### config.mk
export PLATFORM = sky130hd
export DESIGN_NAME = fp6_align_ctrl
export DESIGN_NICKNAME = d
export VERILOG_FILES = /design/src/rtl/fp6_pkg.sv /design/src/rtl/fp6_operand_order.sv /design/src/rtl/fp6_align_ctrl.sv
export SDC_FILE = /design/constraint.sdc
export NUM_CORES = 1
export LEC_CHECK = 0
export BUFFER_PORTS_ARGS = -buffer_cell sky130_fd_sc_hd__buf_2
export CAP_MARGIN = 20
export CORE_ASPECT_RATIO = 1.5
export CORE_MARGIN = 3
export CORE_UTILIZATION = 30
export DETAILED_ROUTE_END_ITERATION = 6
export PLACE_DENSITY = 0.59
export SETUP_SLACK_MARGIN = 0.05
export SLEW_MARGIN = 20
export SYNTH_ARGS = -nofsm -noshare
export SYNTH_HDL_FRONTEND = slang
export SYNTH_SLANG_ARGS = --single-unit
### constraint.sdc
create_clock -name clk -period 4.09 [get_ports clk]
set_clock_uncertainty 0.1 [all_clocks]
set_input_delay 0.409 -clock clk [delete_from_list [all_inputs] [get_ports clk]]
set_output_delay 0.409 -clock clk [all_outputs]
set_load 0.01 [all_outputs]
### src/rtl/fp6_pkg.sv
// Shared types for the FP6 adder front end: field widths, occupancy states,
// field extractors and the aligned-operand result record.
package fp6_pkg;

    localparam int FP6_EXP_W  = 2;
    localparam int FP6_MANT_W = 4;
    localparam int FP6_OP_W   = FP6_EXP_W + FP6_MANT_W;

    typedef enum logic [1:0] {
        EMPTY = 2'd0,
        ONE   = 2'd1,
        FULL  = 2'd2
    } occ_t;

    typedef logic [FP6_OP_W-1:0]   op_t;
    typedef logic [FP6_EXP_W-1:0]  exp_t;
    typedef logic [FP6_MANT_W-1:0] mant_t;

    typedef struct packed {
        mant_t mant_small;
        exp_t  shift_sel;
        mant_t mant_large;
        exp_t  exp_large;
        logic  swapped;
        logic  sticky;
    } res_t;

    function automatic exp_t op_exp(input op_t op);
        return op[FP6_OP_W-1:FP6_MANT_W];
    endfunction

    function automatic mant_t op_mant(input op_t op);
        return op[FP6_MANT_W-1:0];
    endfunction

endpackage

### src/rtl/fp6_operand_order.sv
// Combinational compare/swap of an operand pair plus exponent difference.
// Sticky (OR of bits the shifter will discard) is built only with FP6_STICKY_EN.
module fp6_operand_order
    import fp6_pkg::*;
(
    input  op_t  op_a,
    input  op_t  op_b,
    output res_t res
);

    exp_t  ea, eb, el, es;
    mant_t ma, mb;
    logic  b_big;

    always_comb begin
        ea = op_exp(op_a);
        eb = op_exp(op_b);
        ma = op_mant(op_a);
        mb = op_mant(op_b);
        // A full tie keeps A as the larger operand.
        b_big = (eb > ea) || ((eb == ea) && (mb > ma));
        el = b_big ? eb : ea;
        es = b_big ? ea : eb;

        res            = '0;
        res.swapped    = b_big;
        res.exp_large  = el;
        res.mant_large = b_big ? mb : ma;
        res.mant_small = b_big ? ma : mb;
        res.shift_sel  = el - es;
`ifdef FP6_STICKY_EN
        for (int i = 0; i < FP6_MANT_W; i++) begin
            if (i < int'(res.shift_sel))
                res.sticky = res.sticky | res.mant_small[i];
        end
`endif
    end

endmodule

### src/rtl/fp6_align_ctrl.sv
// Exponent-compare / operand-order stage: elastic valid/ready register with a
// one-entry skid buffer. Optional sticky output under FP6_STICKY_EN.
module fp6_align_ctrl
    import fp6_pkg::*;
#(
    parameter int EXP_W  = FP6_EXP_W,
    parameter int MANT_W = FP6_MANT_W
) (
    input  logic                    clk,
    input  logic                    rst_n,
    input  logic                    in_valid,
    output logic                    in_ready,
    input  logic [EXP_W+MANT_W-1:0] op_a,
    input  logic [EXP_W+MANT_W-1:0] op_b,
    output logic                    out_valid,
    input  logic                    out_ready,
    output logic [MANT_W-1:0]       mant_small,
    output logic [EXP_W-1:0]        shift_sel,
    output logic [MANT_W-1:0]       mant_large,
    output logic [EXP_W-1:0]        exp_large,
    output logic                    swapped
`ifdef FP6_STICKY_EN
    ,output logic                   sticky
`endif
);

    occ_t state;
    res_t nxt, out_r, skid_r;
    logic accept, drain;

    fp6_operand_order u_order (
        .op_a (op_a),
        .op_b (op_b),
        .res  (nxt)
    );

    // Ready comes from registered occupancy only, so no comb path from out_ready.
    assign in_ready  = (state != FULL);
    assign out_valid = (state != EMPTY);
    assign accept    = in_valid & in_ready;
    assign drain     = out_valid & out_ready;

    always_ff @(posedge clk or negedge rst_n) begin
        if (!rst_n) begin
            state  <= EMPTY;
            out_r  <= '0;
            skid_r <= '0;
        end else begin
            case (state)
                EMPTY: begin
                    if (accept) begin
                        out_r <= nxt;
                        state <= ONE;
                    end
                end
                ONE: begin
                    if (accept && drain) begin
                        out_r <= nxt;
                    end else if (accept) begin
                        skid_r <= nxt;
                        state  <= FULL;
                    end else if (drain) begin
                        state <= EMPTY;
                    end
                end
                FULL: begin
                    if (drain) begin
                        out_r <= skid_r;
                        state <= ONE;
                    end
                end
                default: state <= EMPTY;
            endcase
        end
    end

    assign mant_small = out_r.mant_small;
    assign shift_sel  = out_r.shift_sel;
    assign mant_large = out_r.mant_large;
    assign exp_large  = out_r.exp_large;
    assign swapped    = out_r.swapped;
`ifdef FP6_STICKY_EN
    assign sticky     = out_r.sticky;
`endif

endmodule

Yosys cells after proc, flatten, opt, wreduce, memory -nomap -nowiden --
Index checks and enable logic that the tools add are counted.
Storage, ports and cells: flip-flop bits (word level) 28, bits of input ports 16, output and inout port bits 15, word-level logic and storage cells 49
Operators by class: add/sub/neg operators 1, order comparisons 2, equality and inequality tests 9, mux-type cells 14, bitwise logic cells 3, reduce and logical (&&, ||, !) cells 9
Operator list (count):
- $mux W14 | 3
- $pmux W14 S3 | 1
- $mux W2 | 7
- $ne A2 B2 Y1 const B | 5
- $mux W4 | 2
- $reduce_and A4 Y1 | 2
- $pmux W2 S3 | 1
- $gt A4 B4 Y1 | 1
- $ne A3 B3 Y1 const B | 1
- $reduce_and A3 Y1 | 1
- $reduce_bool A3 Y1 | 1
- $and A1 B1 Y1 | 2
- $eq A2 B1 Y1 const B | 1
- $eq A2 B2 Y1 | 1
- $eq A2 B2 Y1 const B | 1
- $gt A2 B2 Y1 | 1
- $logic_and A1 B1 Y1 | 2
- $logic_not A2 Y1 | 1
- $reduce_bool A2 Y1 | 1
- $sub A2 B2 Y2 | 1
- $logic_or A1 B1 Y1 | 1
- $not A1 Y1 | 1

Logic depth before layout (Yosys ltp) --
depth after elaboration 7, gate-level depth with buffers 9, gate-level depth less buffers 8

Hierarchy --
From an unflattened synthesis, not the netlist that was laid out.
Unflattened totals: cells, all modules 131, area total of the unflattened synthesis 1630.3 µm²
Modules (own cells, without submodules):
- fp6_align_ctrl | instances 1, cells each 82, area an instance 1263.7 µm², sequential area each 700.7 µm²
- fp6_operand_order | instances 1, cells each 49, area an instance 366.6 µm², sequential area each 0.0 µm²

Worst setup path before layout --
OpenSTA, ideal clock, no wires.
path kind input to register, start point input port op_a[5], end point register out_r (netlist bit exp_large[0]), setup time 0.119 ns, arrival time 1.863 ns, required time 3.871 ns, path slack 2.008 ns, stages 9, cell sequence inv_1 -> ha_1 -> nand2_2 -> a211oi_2 -> a221oi_4 -> buf_8 -> mux2i_1 -> o21ai_1 -> o21a_1
Between the ends: cells in the longest elaborated chain, start to end 6
Ends and longest elaborated chain:
- start, declared | line fp6_align_ctrl.sv:13 | input logic [EXP_W+MANT_W-1:0] op_a,
- $eq A2 B2 Y1 | line fp6_operand_order.sv:21 | b_big = (eb > ea) || ((eb == ea) && (mb > ma));
- $logic_and A1 B1 Y1 | line fp6_operand_order.sv:21
- $logic_or A1 B1 Y1 * | line fp6_operand_order.sv:21
- $mux W2 * | line fp6_operand_order.sv:22 | el = b_big ? eb : ea;
- $mux W14, on equally long branches | line fp6_align_ctrl.sv:57, fp6_align_ctrl.sv:51
- $pmux W14 S3 * | line fp6_align_ctrl.sv:49 | case (state)
- end signal, assigned | line fp6_align_ctrl.sv:52 | out_r <= nxt;
- end signal, assigned | line fp6_align_ctrl.sv:58 | out_r <= nxt;
- end signal, assigned | line fp6_align_ctrl.sv:68 | out_r <= skid_r;
- end, declared | line fp6_align_ctrl.sv:28 | res_t nxt, out_r, skid_r;
Mark *: on every way between the ends. The rest lies on a longest branch, timed or not. The select of a mux whose other input is x is not followed. A chain may end at the register's enable or synchronous reset.

Worst setup path after layout --
start point input port op_a[5], end point register out_r (netlist bit mant_small[1])
Between the ends: cells in the longest elaborated chain, start to end 6
Ends and longest elaborated chain:
- $eq A2 B2 Y1 | line fp6_operand_order.sv:21
- $logic_and A1 B1 Y1 | line fp6_operand_order.sv:21
- $logic_or A1 B1 Y1 * | line fp6_operand_order.sv:21
- $mux W4 * | line fp6_operand_order.sv:29 | res.mant_small = b_big ? ma : mb;
- $mux W14, on equally long branches | line fp6_align_ctrl.sv:57, fp6_align_ctrl.sv:51
- $pmux W14 S3 * | line fp6_align_ctrl.sv:49
Marks and branches as above.

==> results.toml <==
[outcome]
outcome = "complete, no violations"

[global_route]
overflow = 0
grt_usage_pct = 11.8
grt_busiest_layer = "met2"
grt_max_degree = 29
grt_pass1_vias = 1166
gr-usage-met2_pct = 22.4
grt_first_pass_wirelength_mm = 5.38
antenna_found_initial = 0
grt_use_met3_pct = 2.06
gr-usage-met1_pct = 11.9

[yosys]
ys_async_sr_fraction_pct = 100
syn_avg_cell_area_sq_um = 9.80
syn_nets = 174
ys_types = 33
yosys_register_bits = 28
synth_ff_type = "dfrtp_1"
yosysWarnings = 0
synth_cells = 152
syn_area_sq_um = 1490
synth-seq-area-share_pct = 47.0
synth_edf_count = 0

[sta]
fin_crit_sh_pct = 55.3
hold_viol = 0
setup_viol = 0
rsz0062_at_grt = "no"
max_freq_mhz = 442
setup_ws_ns = 1.83
slew_headroom_pct = 47.2
finalMaxSlewViolations = 0
setup_tns_ns = 0
min_period_ns = 2.26
worstMarginPinSlew_ns = 0.792

[worst_setup_path]
end_kind = "flip-flop"
cp-start-kind = "input port"
crit_type = "in2reg"
cp.arrival_ns = 2.34
crit_required_ns = 4.17
worstPathMaxFanout = 13

[floorplan]
die_area_sq_um = 5870
die_h_um = 92.3
coreArea_sq_um = 4650
fp.dieW_um = 63.5
initial_utilization_pct = 32.0
fp-row-count = 30
pin_count = 31

[power_and_ir_drop]
power.share.clock_pct = 22.6
powerDensity_nw_per_um2 = 551
ir_drop_uv = 209
power_w = 0.000968
p_seq_share_pct = 45.1
leakage_nw = 0.801
p_comb_share_pct = 32.3
p_int_w = 0.000657
netSwitchingFraction_pct = 32.1
power.net_switching_w = 0.000310

[final_layout]
fin_nets = 203
multi_input_area_sq_um = 717
final_common_cell = "buf_2"
n_antenna_cell = 0
layout_common_cells = "30 x buf_2, 28 x dfrtp_1, 26 x a21oi_1"
fill_cells = 509
instances_no_fill = 244
drive_gt1_share_pct = 24.4
seq_area_sq_um = 701
syn_to_final_growth_pct = 17.9

[detailed_routing]
vias = 1179
drt_wl_total_mm = 3.21
wl_per_cell_um = 13.1
postRouteAntennaNets = 0
drtIter0Drc = 15
drc = 0
avgViaCountPerCell = 4.83
dr.pass1.iters = 4

[placement]
hpwl_mm = 2.46
io_buffers = 30
dp.cells = 240
gp_congestion = 0.733
place_ws_ns = 1.49

[clock_tree]
cts_root_buf = "clkbuf_8"
cts_max_level = 1
cts_num_sinks = 28
ctsHoldBuffers = 0
post-cts-setup-buffers = 0
cts_tree = "built"
cts.repair.resized = 0
clockBufferDepth = 2
numCtsBuffers = 3
clk_latency_ns = 0.28
path_clk_slew_ns = 0.10

[min_path]
min_path_type = "in2async"

[job]
timing.max_cap.violations = 0
==> cells in the mapped netlist (2+ instances only) <==
cell / number / area [sq um]
nor2_1: 17 / 63.8
o21ai_1: 12 / 60.1
nor2b_1: 2 / 12.5
ha_1: 6 / 75.1
mux2i_1: 11 / 110
nand2_1: 5 / 18.8
o21a_1: 10 / 75.1
nand2b_1: 2 / 12.5
o22ai_1: 2 / 12.5
a21oi_1: 26 / 130
inv_1: 7 / 26.3
clkbuf_1: 4 / 15.0
dfrtp_1: 28 / 701
==> final timing paths <==
check                                      to          start  slack, ns  cells after the start
min in group clk                     state[1]      out_ready       0.27                      2
max in group asynchronous           skid_r[3]          rst_n       3.45                      1
worst min register to register  mant_large[3]  mant_large[3]       0.39                      1
worst min-delay path            mant_large[3]          rst_n       0.03                      1
worst max register to register   shift_sel[1]       state[0]       2.31                      6
worst max-delay path            mant_small[1]        op_a[5]       1.83                      9
==> logic make-up after synthesis <==
family,share of synthesized area (%)
DFF,47.0
muxes,8.14
and+or+nand+nor,11.0
AOI/OAI and AO/OA,23.3
buffers and inverters,4.87
xor gates and xnor gates,0.588
adders and majority gates,5.04
==> critical path, stage by stage <==
cell      delay [ns]
buf_2           0.10
inv_1           0.04
ha_1            0.33
nand2_2         0.13
a211oi_2        0.06
a221oi_4        0.68
mux2i_1         0.36
o21ai_1         0.10
o21a_1          0.11
==> power groups by stage <==
| stage | combinational, W | sequential [W] | clock, W |
|---|---|---|---|
| 6_report | 0.000312 | 0.000436 | 0.000219 |
| 5_1_grt | 0.000353 | 0.000451 | 0.000236 |
| 4_1_cts | 0.000321 | 0.000438 | 0.000227 |
| 3_5_place_dp | 0.000320 | 0.000444 | 0 |
| 3_3_place_gp | 0.000315 | 0.000441 | 0 |
| 2_1_floorplan | 0.000198 | 0.000460 | 0 |
==> metal layers <==
| metal | vias up | share of wire, % |
|---|---|---|
| li1 | 588 | - |
| met1 | 562 | 39 |
| met2 | 22 | 55 |
| met3 | 7 | 3.4 |
| met4 | 0 | 2.5 |
| met5 | - | 0 |
==> metrics by stage <==
stage                     instance area [sq um]  hold WS [ns]  utilization [%]
after floorplan                            1490        0.0134                -
after global placement                     1690         0.370             36.2
after detailed placement                   1690         0.372             36.2
after CTS                                  1760        0.0601             37.7
after global routing                       1760        0.0791             37.7
final                                      1760        0.0283             37.7
==> flip-flops by register name, summed over array words and instances (netlist names) <==
name	flops
skid_r	13
exp_large	2
state	2
mant_large	4
shift_sel	2
swapped	1
mant_small	4
==> layout make-up <==
type | count | area share, %
multi-input cells | 109 | 40.8
clock buffers | 3 | 2.35
repair buffers | 31 | 8.97
clock inverters | 1 | 1.71
flip-flops and latches | 28 | 39.9
inverters | 8 | 1.71
well taps | 64 | 4.56
(Power assumes the default switching activity.)
